<file path="config.mk">
export PLATFORM = sky130hd
export DESIGN_NAME = mips_fetch_queue
export DESIGN_NICKNAME = d
export VERILOG_FILES = /design/src/rtl/mips_pkg.sv /design/src/rtl/fetch_fifo.sv /design/src/rtl/mips_fetch_queue.sv
export SDC_FILE = /design/constraint.sdc
export NUM_CORES = 1
export LEC_CHECK = 0
export BUFFER_PORTS_ARGS = -buffer_cell sky130_fd_sc_hd__buf_2
export CAP_MARGIN = 20
export CORE_MARGIN = 5
export CORE_UTILIZATION = 29
export DETAILED_ROUTE_END_ITERATION = 12
export RECOVER_POWER = 50
export SETUP_SLACK_MARGIN = 0.4
export SLEW_MARGIN = 10
export SYNTH_ARGS = -nofsm -noshare
export SYNTH_HDL_FRONTEND = slang
export SYNTH_SLANG_ARGS = --single-unit
</file>
<file path="constraint.sdc">
create_clock -name clk -period 7.8 [get_ports clk]
set_input_delay 0.39 -clock clk [delete_from_list [all_inputs] [get_ports clk]]
set_output_delay 0.39 -clock clk [all_outputs]
set_load 0.05 [all_outputs]
</file>
<file path="src/rtl/mips_pkg.sv">
// Shared types and constants for the MIPS instruction-fetch front end.
// Holds the fetch FSM state encoding and the queue entry layout.
package mips_pkg;

    localparam int WORD_W = 32;
    localparam logic [WORD_W-1:0] PC_INC = 32'd4;

    typedef enum logic [1:0] {
        IDLE  = 2'd0,
        WAIT  = 2'd1,
        DRAIN = 2'd2
    } fetch_state_e;

    typedef struct packed {
        logic [WORD_W-1:0] pc;
        logic [WORD_W-1:0] word;
    } fetch_entry_t;

    function automatic logic [WORD_W-1:0] word_align(
        input logic [WORD_W-1:0] a
    );
        return {a[WORD_W-1:2], 2'b00};
    endfunction

endpackage

</file>
<file path="src/rtl/fetch_fifo.sv">
// Synchronous queue of {pc, word} entries with a single-cycle flush.
// Pointers carry one extra wrap bit so full and empty are distinguishable.
module fetch_fifo
    import mips_pkg::*;
#(
    parameter int DEPTH = 4,
    localparam int AW = (DEPTH > 1) ? $clog2(DEPTH) : 1
) (
    input  logic         clk,
    input  logic         rst_n,
    input  logic         flush,
    input  logic         push,
    input  fetch_entry_t push_data,
    input  logic         pop,
    output fetch_entry_t head,
    output logic [AW:0]  count
);

    localparam logic [AW:0] PTR_ONE = (AW+1)'(1);

    fetch_entry_t mem_q [DEPTH];
    logic [AW:0]  wr_ptr_q;
    logic [AW:0]  wr_ptr_d;
    logic [AW:0]  rd_ptr_q;
    logic [AW:0]  rd_ptr_d;

    always_comb begin
        wr_ptr_d = wr_ptr_q;
        rd_ptr_d = rd_ptr_q;
        if (flush) begin
            wr_ptr_d = '0;
            rd_ptr_d = '0;
        end else begin
            if (push) begin
                wr_ptr_d = wr_ptr_q + PTR_ONE;
            end
            if (pop) begin
                rd_ptr_d = rd_ptr_q + PTR_ONE;
            end
        end
    end

    always_ff @(posedge clk or negedge rst_n) begin
        if (!rst_n) begin
            wr_ptr_q <= '0;
            rd_ptr_q <= '0;
        end else begin
            wr_ptr_q <= wr_ptr_d;
            rd_ptr_q <= rd_ptr_d;
        end
    end

    // Storage needs no reset: the head is masked while the queue is empty.
    always_ff @(posedge clk) begin
        if (push && !flush) begin
            mem_q[wr_ptr_q[AW-1:0]] <= push_data;
        end
    end

    assign count = wr_ptr_q - rd_ptr_q;
    assign head  = (count != '0) ? mem_q[rd_ptr_q[AW-1:0]] : '0;

endmodule

</file>
<file path="src/rtl/mips_fetch_queue.sv">
// Instruction fetch unit: issues word reads and buffers returned
// instructions for decode, with redirect and credit-based flow control.
module mips_fetch_queue
    import mips_pkg::*;
#(
    parameter logic [31:0] RESET_PC = 32'h0000_0000,
    parameter int          DEPTH    = 4
) (
    input  logic        clk,
    input  logic        rst_n,
    output logic        imem_req,
    output logic [31:0] imem_addr,
    input  logic        imem_ack,
    input  logic [31:0] imem_rdata,
    input  logic        redirect_valid,
    input  logic [31:0] redirect_pc,
    output logic        instr_valid,
    output logic [31:0] instr,
    output logic [31:0] instr_pc,
    input  logic        instr_ready
);

    localparam int AW = (DEPTH > 1) ? $clog2(DEPTH) : 1;
    localparam logic [AW:0] DEPTH_C = (AW+1)'(DEPTH);

    fetch_state_e state_q;
    fetch_state_e state_d;
    logic [31:0]  fetch_pc_q;
    logic [31:0]  fetch_pc_d;
    logic [31:0]  req_addr_q;
    logic [31:0]  req_addr_d;

    logic         req;
    logic         push;
    logic         pop;
    logic         credit;
    logic [AW:0]  count;
    logic [AW:0]  in_flight;
    fetch_entry_t push_entry;
    fetch_entry_t head;

    assign in_flight = (state_q != IDLE) ? (AW+1)'(1) : '0;
    assign credit    = (count + in_flight) < DEPTH_C;

    always_comb begin
        state_d    = state_q;
        fetch_pc_d = fetch_pc_q;
        req_addr_d = req_addr_q;
        req        = 1'b0;
        push       = 1'b0;
        imem_addr  = fetch_pc_q;
        unique case (state_q)
            IDLE: begin
                if (credit) begin
                    req        = 1'b1;
                    req_addr_d = fetch_pc_q;
                    if (redirect_valid) begin
                        state_d = imem_ack ? IDLE : DRAIN;
                    end else if (imem_ack) begin
                        push       = 1'b1;
                        fetch_pc_d = fetch_pc_q + PC_INC;
                    end else begin
                        state_d = WAIT;
                    end
                end
            end
            WAIT: begin
                req       = 1'b1;
                imem_addr = req_addr_q;
                if (redirect_valid) begin
                    state_d = imem_ack ? IDLE : DRAIN;
                end else if (imem_ack) begin
                    push       = 1'b1;
                    fetch_pc_d = fetch_pc_q + PC_INC;
                    state_d    = IDLE;
                end
            end
            DRAIN: begin
                // Old address stays on the bus until the stale word returns.
                req       = 1'b1;
                imem_addr = req_addr_q;
                if (imem_ack) begin
                    state_d = IDLE;
                end
            end
            default: begin
                state_d = IDLE;
            end
        endcase
        if (redirect_valid) begin
            fetch_pc_d = word_align(redirect_pc);
        end
    end

    always_ff @(posedge clk or negedge rst_n) begin
        if (!rst_n) begin
            state_q    <= IDLE;
            fetch_pc_q <= RESET_PC;
            req_addr_q <= RESET_PC;
        end else begin
            state_q    <= state_d;
            fetch_pc_q <= fetch_pc_d;
            req_addr_q <= req_addr_d;
        end
    end

    assign imem_req   = req & rst_n;
    assign push_entry = '{pc: fetch_pc_q, word: imem_rdata};
    assign pop        = instr_valid & instr_ready & ~redirect_valid;

    fetch_fifo #(
        .DEPTH(DEPTH)
    ) u_fifo (
        .clk      (clk),
        .rst_n    (rst_n),
        .flush    (redirect_valid),
        .push     (push),
        .push_data(push_entry),
        .pop      (pop),
        .head     (head),
        .count    (count)
    );

    assign instr_valid = (count != '0);
    assign instr       = head.word;
    assign instr_pc    = head.pc;

endmodule
</file>
# Word level (Yosys, flattened, before mapping)
# Memory sizes are Yosys's and may differ from the RTL's.
# Cells that the tools add are included.
[word_totals] register_bits=72 ramBits=256 out_inout_bits=98 n_memories=1 in_bits=69 elab_cells=59
[op_classes] n_reduce_logical=12 muxes=26 n_eq_ne=5 order_cmp=1 addsub=5 n_bitwise=4
[memory_table] memory="u_fifo.mem_q" words=4 word_bits=64 rd=1 rd_clocked_by_memory_dff=0 write_ports=1 line="fetch_fifo.sv:21" source="fetch_entry_t mem_q [DEPTH];"
[op_table] operator="$mux W32" n=4
[op_table] operator="$mux W64" n=1
[op_table] operator="$pmux W32 S2" n=1
[op_table] operator="$add A32 B3 Y32 const B" n=1
[op_table] operator="$mux W2" n=6
[op_table] operator="$mux W3" n=4
[op_table] operator="$mux W1" n=7
[op_table] operator="$add A3 B1 Y3 const B" n=2
[op_table] operator="$ne A3 B3 Y1 const B" n=2
[op_table] operator="$pmux W2 S3" n=1
[op_table] operator="$reduce_and A2 Y1" n=3
[op_table] operator="$reduce_bool A2 Y1" n=3
[op_table] operator="$reduce_bool A3 Y1" n=2
[op_table] operator="$pmux W1 S2" n=2
[op_table] operator="$add A3 B1 Y3" n=1
[op_table] operator="$and A1 B1 Y1" n=3
[op_table] operator="$lt A3 B3 Y1 const B" n=1
[op_table] operator="$sub A3 B3 Y3" n=1
[op_table] operator="$eq A2 B1 Y1 const B" n=1
[op_table] operator="$eq A2 B2 Y1 const B" n=1
[op_table] operator="$logic_not A2 Y1" n=1
[op_table] operator="$ne A2 B2 Y1 const B" n=1
[op_table] operator="$reduce_or A2 Y1" n=1
[op_table] operator="$logic_and A1 B1 Y1" n=1
[op_table] operator="other kinds (2)" n=2

# Depth between registers and ports, before layout
[depth] depth_word=9 ltp_mapped=9 ltp_nobuf=8

# Modules after synthesis
# A second synthesis with hierarchy kept.
[unflattened] hier_cells=869 area_unflattened_um2=13977.2
[modules_own_cells] mod="fetch_fifo" seq_area_each_um2=7837.5 area_per_inst_um2=10249.8 n_inst=1 cells_per_inst=451
[modules_own_cells] mod="mips_fetch_queue" seq_area_each_um2=1551.5 area_per_inst_um2=3727.3 n_inst=1 cells_per_inst=418

# Worst setup path after synthesis
# Ideal clock, no wire load.
[synth_timing] kind="reg2reg" startpoint="register u_fifo.wr_ptr_q[0]" endpoint="memory u_fifo.mem_q[0][0] (netlist name) (enable)" arrival_ns=6.364 required_ns=7.229 slack_ns=0.865 path_stages_with_launch=8 n_path_buf=0 setup_ns=0.571 synth_period_minus_slack_ns=6.935 cell_sequence="dfrtp_1 inv_1 ha_1 fa_1 xnor3_2 and2_1 o21ai_4 nor3b_1"
[synth_between] elab_chain_cells=8
[synth_lines] element="start: declaration" line="fetch_fifo.sv:22" source="logic [AW:0] wr_ptr_q;"
[synth_lines] element="start signal: assignment" line="fetch_fifo.sv:48" source="wr_ptr_q <= wr_ptr_d;"
[synth_lines] element="$sub A3 B3 Y3" line="fetch_fifo.sv:60" source="assign count = wr_ptr_q - rd_ptr_q;"
[synth_lines] element="$add A3 B1 Y3" line="mips_fetch_queue.sv:43" source="assign credit = (count + in_flight) < DEPTH_C;"
[synth_lines] element="$lt A3 B3 Y1" line="mips_fetch_queue.sv:43"
[synth_lines] element="$mux W1" line="mips_fetch_queue.sv:54" source="if (credit) begin"
[synth_lines] element="$pmux W1 S2" line="mips_fetch_queue.sv:52" source="unique case (state_q)"
[synth_lines] element="$logic_and A1 B1 Y1" line="fetch_fifo.sv:55" source="if (push && !flush) begin"
[synth_lines] element="$mux W1" line="fetch_fifo.sv:55"
[synth_lines] element="$mux W1 (implied by the code)" line="fetch_fifo.sv:56" source="mem_q[wr_ptr_q[AW-1:0]] <= push_data;"
[synth_lines] element="end: declaration" line="fetch_fifo.sv:21"
# Parallel ways exist; a longest one is shown, timed or not.

# Final worst setup path
[layout_timing] startpoint="register u_fifo.rd_ptr_q[0]" endpoint="output instr_pc[17]"
[layout_between] elab_chain_cells=3 elab_cells_between_ends=4 cone_classes="add/sub: 1; mux: 1; reduce/logical: 1; memory: 1"
[layout_lines] element="start: declaration" line="fetch_fifo.sv:24" source="logic [AW:0] rd_ptr_q;"
[layout_lines] element="start signal: assignment" line="fetch_fifo.sv:49" source="rd_ptr_q <= rd_ptr_d;"
[layout_lines] element="$sub A3 B3 Y3" line="fetch_fifo.sv:60"
[layout_lines] element="$reduce_bool A3 Y1" line="fetch_fifo.sv:61" source="assign head = (count != '0) ? mem_q[rd_ptr_q[AW-1:0]] : '0;"
[layout_lines] element="$mux W64 *" line="fetch_fifo.sv:61"
[layout_lines] element="end: declaration" line="mips_fetch_queue.sv:19" source="output logic [31:0] instr_pc,"
# Mark *: on every way between the ends. The rest lies on a longest branch, timed or not.

==> flow_summary_export.csv <==
group,metric,value,unit
cts,cts.path.max_buffers,3,
layout,fillers,4385,
synthesis,synth_area,0.0132,mm^2
layout,drive_above_1_share,30.4,%
timing,skew,0.0101,ns
route,wl_per_cell,20.4,um
critical_path,slowest_stage,"dfrtp_1",
synthesis,synth.most_common_cell,"edfxtp_1",
synthesis,async_flop_share,21.5,%
synthesis,synth.cells.most_frequent,"edfxtp_1 (248), dfrtp_1 (68), and2_1 (66)",
cts,clock_latency,0.53,ns
critical_path,cp.arrival,4.26,ns
grt,grt_usage,12.7,%
grt,grt_pass1_vias,7752,
timing,slew_headroom,-92.8,%
critical_path,crit_buf_inv,2,
die,core,0.0453,mm^2
cts,cts_sinks,316,
grt,antenna_found_initial,3,
synthesis,syn-mean-instance-area,17.3,um^2
synthesis,synth_seq_cells,316,
die,start_util,29.2,%
min_path,hp-start,"redirect_pc[14]",
cts,cts_resized,0,
timing,worst_pin_slew,2.89,ns
synthesis,synthTopCellsByArea,"edfxtp_1 (56%), dfrtp_1 (13%), mux4_2 (11%), mux2_2 (4.4%), and2_1 (3.1%)",
die,pin_count,167,
grt,grt_max_degree,73,
synthesis,ys_warn_count,0,
critical_path,cp_cell_sequence,"ha_1, fa_1, xnor3_1, nand3_2, buf_4, and2_1, buf_2",
cts,clock-root-buffer,"clkbuf_16",
layout,final_nets,1023,
flow_run,maxCapViolCount,5,
route,drtAntennaViolNets,0,
timing,fin_crit_sh,59.6,%
cts,cts_buffers,37,
status,violations,"max-capacitance violations, max-slew violations",
timing,min_period,4.65,ns
route,viasPerCell,4.65,
critical_path,rr_worst_depth,7,
cts,h-tree-depth,2,
cts,cts_setup_buffers,0,
timing,rsz0062_at_grt,"no",
timing,setup_tns,0,ns
placement,gp_congestion,0.703,
min_path,hold_class,"in2reg",
critical_path,end_kind,"output pin",
timing,finalHoldViolCount,0,
layout,diodes,0,
critical_path,r2r_end,"fetch_pc_q[24]",
critical_path,regToRegSetupSlack,3.31,ns
cts,clk_pin_slew_worst_paths,0.06,ns
route,num_vias,7291,
route,drcViolationCount,0,
die,die_w,224,um
critical_path,slowest_delay,1.38,ns
placement,port_buffers,160,
layout,area_growth,19.7,%
cts,cts_tree,"yes",
die,die_y,224,um
timing,finalSetupViolCount,0,
critical_path,critical_path_class,"reg2out",
timing,max_freq,0.215,GHz
synthesis,yosysTopAreaCellShare,56.3,%
route,dr.pass1.iters,6,
die,row_count,78,
synthesis,ys.flop_type,"edfxtp_1",
min_path,min_to,"fetch_pc_q[14]",
synthesis,synth_area_leader_cell,"edfxtp_1",
critical_path,reg2reg_from,"u_fifo.rd_ptr_q[0]",
timing,slew_viol_final,142,
grt,grt_overflow_total,0,
placement,dp_hpwl,19.2,mm
cts,cts_hold_buf,1,
synthesis,ys_types,47,
synthesis,synth_cells,766,
status,status,"finished with violations",
route,first_iter_violations,503,
die,die_area,0.0500,mm^2
synthesis,seq_area_frac_synth,69.2,%
route,drt-total-wl,32.0,mm
critical_path,cp_top_family,"flip-flops",
min_path,hold_depth,3,
synthesis,synth_edf_count,248,
critical_path,critPathMaxFanout,66,
critical_path,cp-start-kind,"register",
critical_path,required,7.41,ns
grt,grt_pass1_wl,48.8,mm
[worst max-delay path by stage]
stage	from	endpoint	slack, ns	cells after the start
global placement	u_fifo.rd_ptr_q[0]	instr_pc[21]	4.21	7
global route	rst_n	u_fifo.rd_ptr_q[1]	2.28	3
CTS	u_fifo.rd_ptr_q[0]	instr_pc[21]	3.60	7
finish	u_fifo.rd_ptr_q[0]	instr_pc[17]	3.15	7
detailed placement	u_fifo.rd_ptr_q[0]	instr_pc[21]	4.21	7
floorplan	u_fifo.wr_ptr_q[0]	u_fifo.mem_q[0][0]	0.86	7
[kinds of logic (layout without fill, tap and decap cells)]
kind of cell / Yosys count / in the layout / synth area share (%)
buffers and inverters: 56 / 256 / 1.86
AND/OR/NAND/NOR: 178 / 178 / 7.81
multiplexers: 116 / 116 / 15.1
AO/OA/AOI/OAI: 55 / 55 / 2.55
XOR/XNOR: 32 / 32 / 2.23
adder cells (fa/ha/maj): 12 / 12 / 1.19
flip-flops: 316 / 316 / 69.2
other: 1 / 4 / 0.0284
[worst min-delay path, stage by stage]
cell and delay (ns):
buf_2 0.08, nand2_1 0.04, o21ai_0 0.05
[layout make-up]
cell class / count / area (um^2) / share of cell area [%]
tap: 600 / 751 / 4.74
sequential: 316 / 9150 / 57.8
timing repair buffer: 176 / 842 / 5.32
inverter: 14 / 52.6 / 0.332
multi-input combinational: 397 / 3840 / 24.3
clock buffer: 50 / 1020 / 6.43
clock inverter: 16 / 166 / 1.05
[stage by stage]
stage | setup slack, ns | instances | util (%) | hold slack, ns | area [um^2]
floorplan | 0.865 | 769 | - | 0.0944 | 13200
global placement | 4.21 | 1502 | 32.5 | 0.335 | 14700
detailed placement | 4.21 | 1502 | 32.5 | 0.334 | 14700
CTS | 3.60 | 1569 | 35.2 | 0.0347 | 15900
global route | 2.28 | 1569 | 34.9 | 0.0657 | 15800
finish | 3.15 | 1569 | 34.9 | 0.0743 | 15800
[state kept, by name (all words and copies together), names as in the netlist]
name,flops
fetch_pc_q,30
state_q,2
u_fifo.wr_ptr_q,3
u_fifo.rd_ptr_q,3
u_fifo.mem_q,248
req_addr_q,30
[metal layers]
layer	GRT usage [%]	vias up	wire (um)
li1	-	3287	-
met1	17.5	3757	14200
met2	20.4	198	15000
met3	2.86	49	2060
met4	3.75	0	697
met5	0	-	0
[cell usage in the layout (no fill, tap or decap), types with 3 or more instances in the layout]
| cell type | netlist | layout |
|---|---|---|
| a21oi_1 | 4 | 4 |
| and2_1 | 66 | 65 |
| and4_1 | 3 | 3 |
| buf_2 | 11 | 101 |
| buf_4 | 4 | 13 |
| bufinv_16 | 0 | 3 |
| clkbuf_1 | 26 | 72 |
| clkbuf_16 | 0 | 39 |
| clkinv_1 | 0 | 4 |
| clkinv_2 | 0 | 4 |
| conb_1 | 1 | 4 |
| dfrtp_1 | 68 | 67 |
| edfxtp_1 | 248 | 248 |
| ha_1 | 11 | 11 |
| inv_1 | 14 | 14 |
| inv_6 | 0 | 3 |
| mux2_1 | 0 | 3 |
| mux2_2 | 52 | 49 |
| mux4_2 | 62 | 62 |
| nand2_1 | 50 | 50 |
| nand3_1 | 8 | 7 |
| nand4_1 | 6 | 6 |
| nor2_1 | 10 | 10 |
| nor3_1 | 5 | 5 |
| nor3b_2 | 0 | 4 |
| nor4_1 | 10 | 10 |
| nor4_2 | 4 | 4 |
| o21ai_0 | 28 | 34 |
| o21ai_1 | 10 | 6 |
| xnor2_1 | 22 | 22 |
| xor2_1 | 9 | 9 |
Power is left out: the tool's default activity adds up to more than one toggle a clock period on the data nets, which glitch-free logic cannot reach.
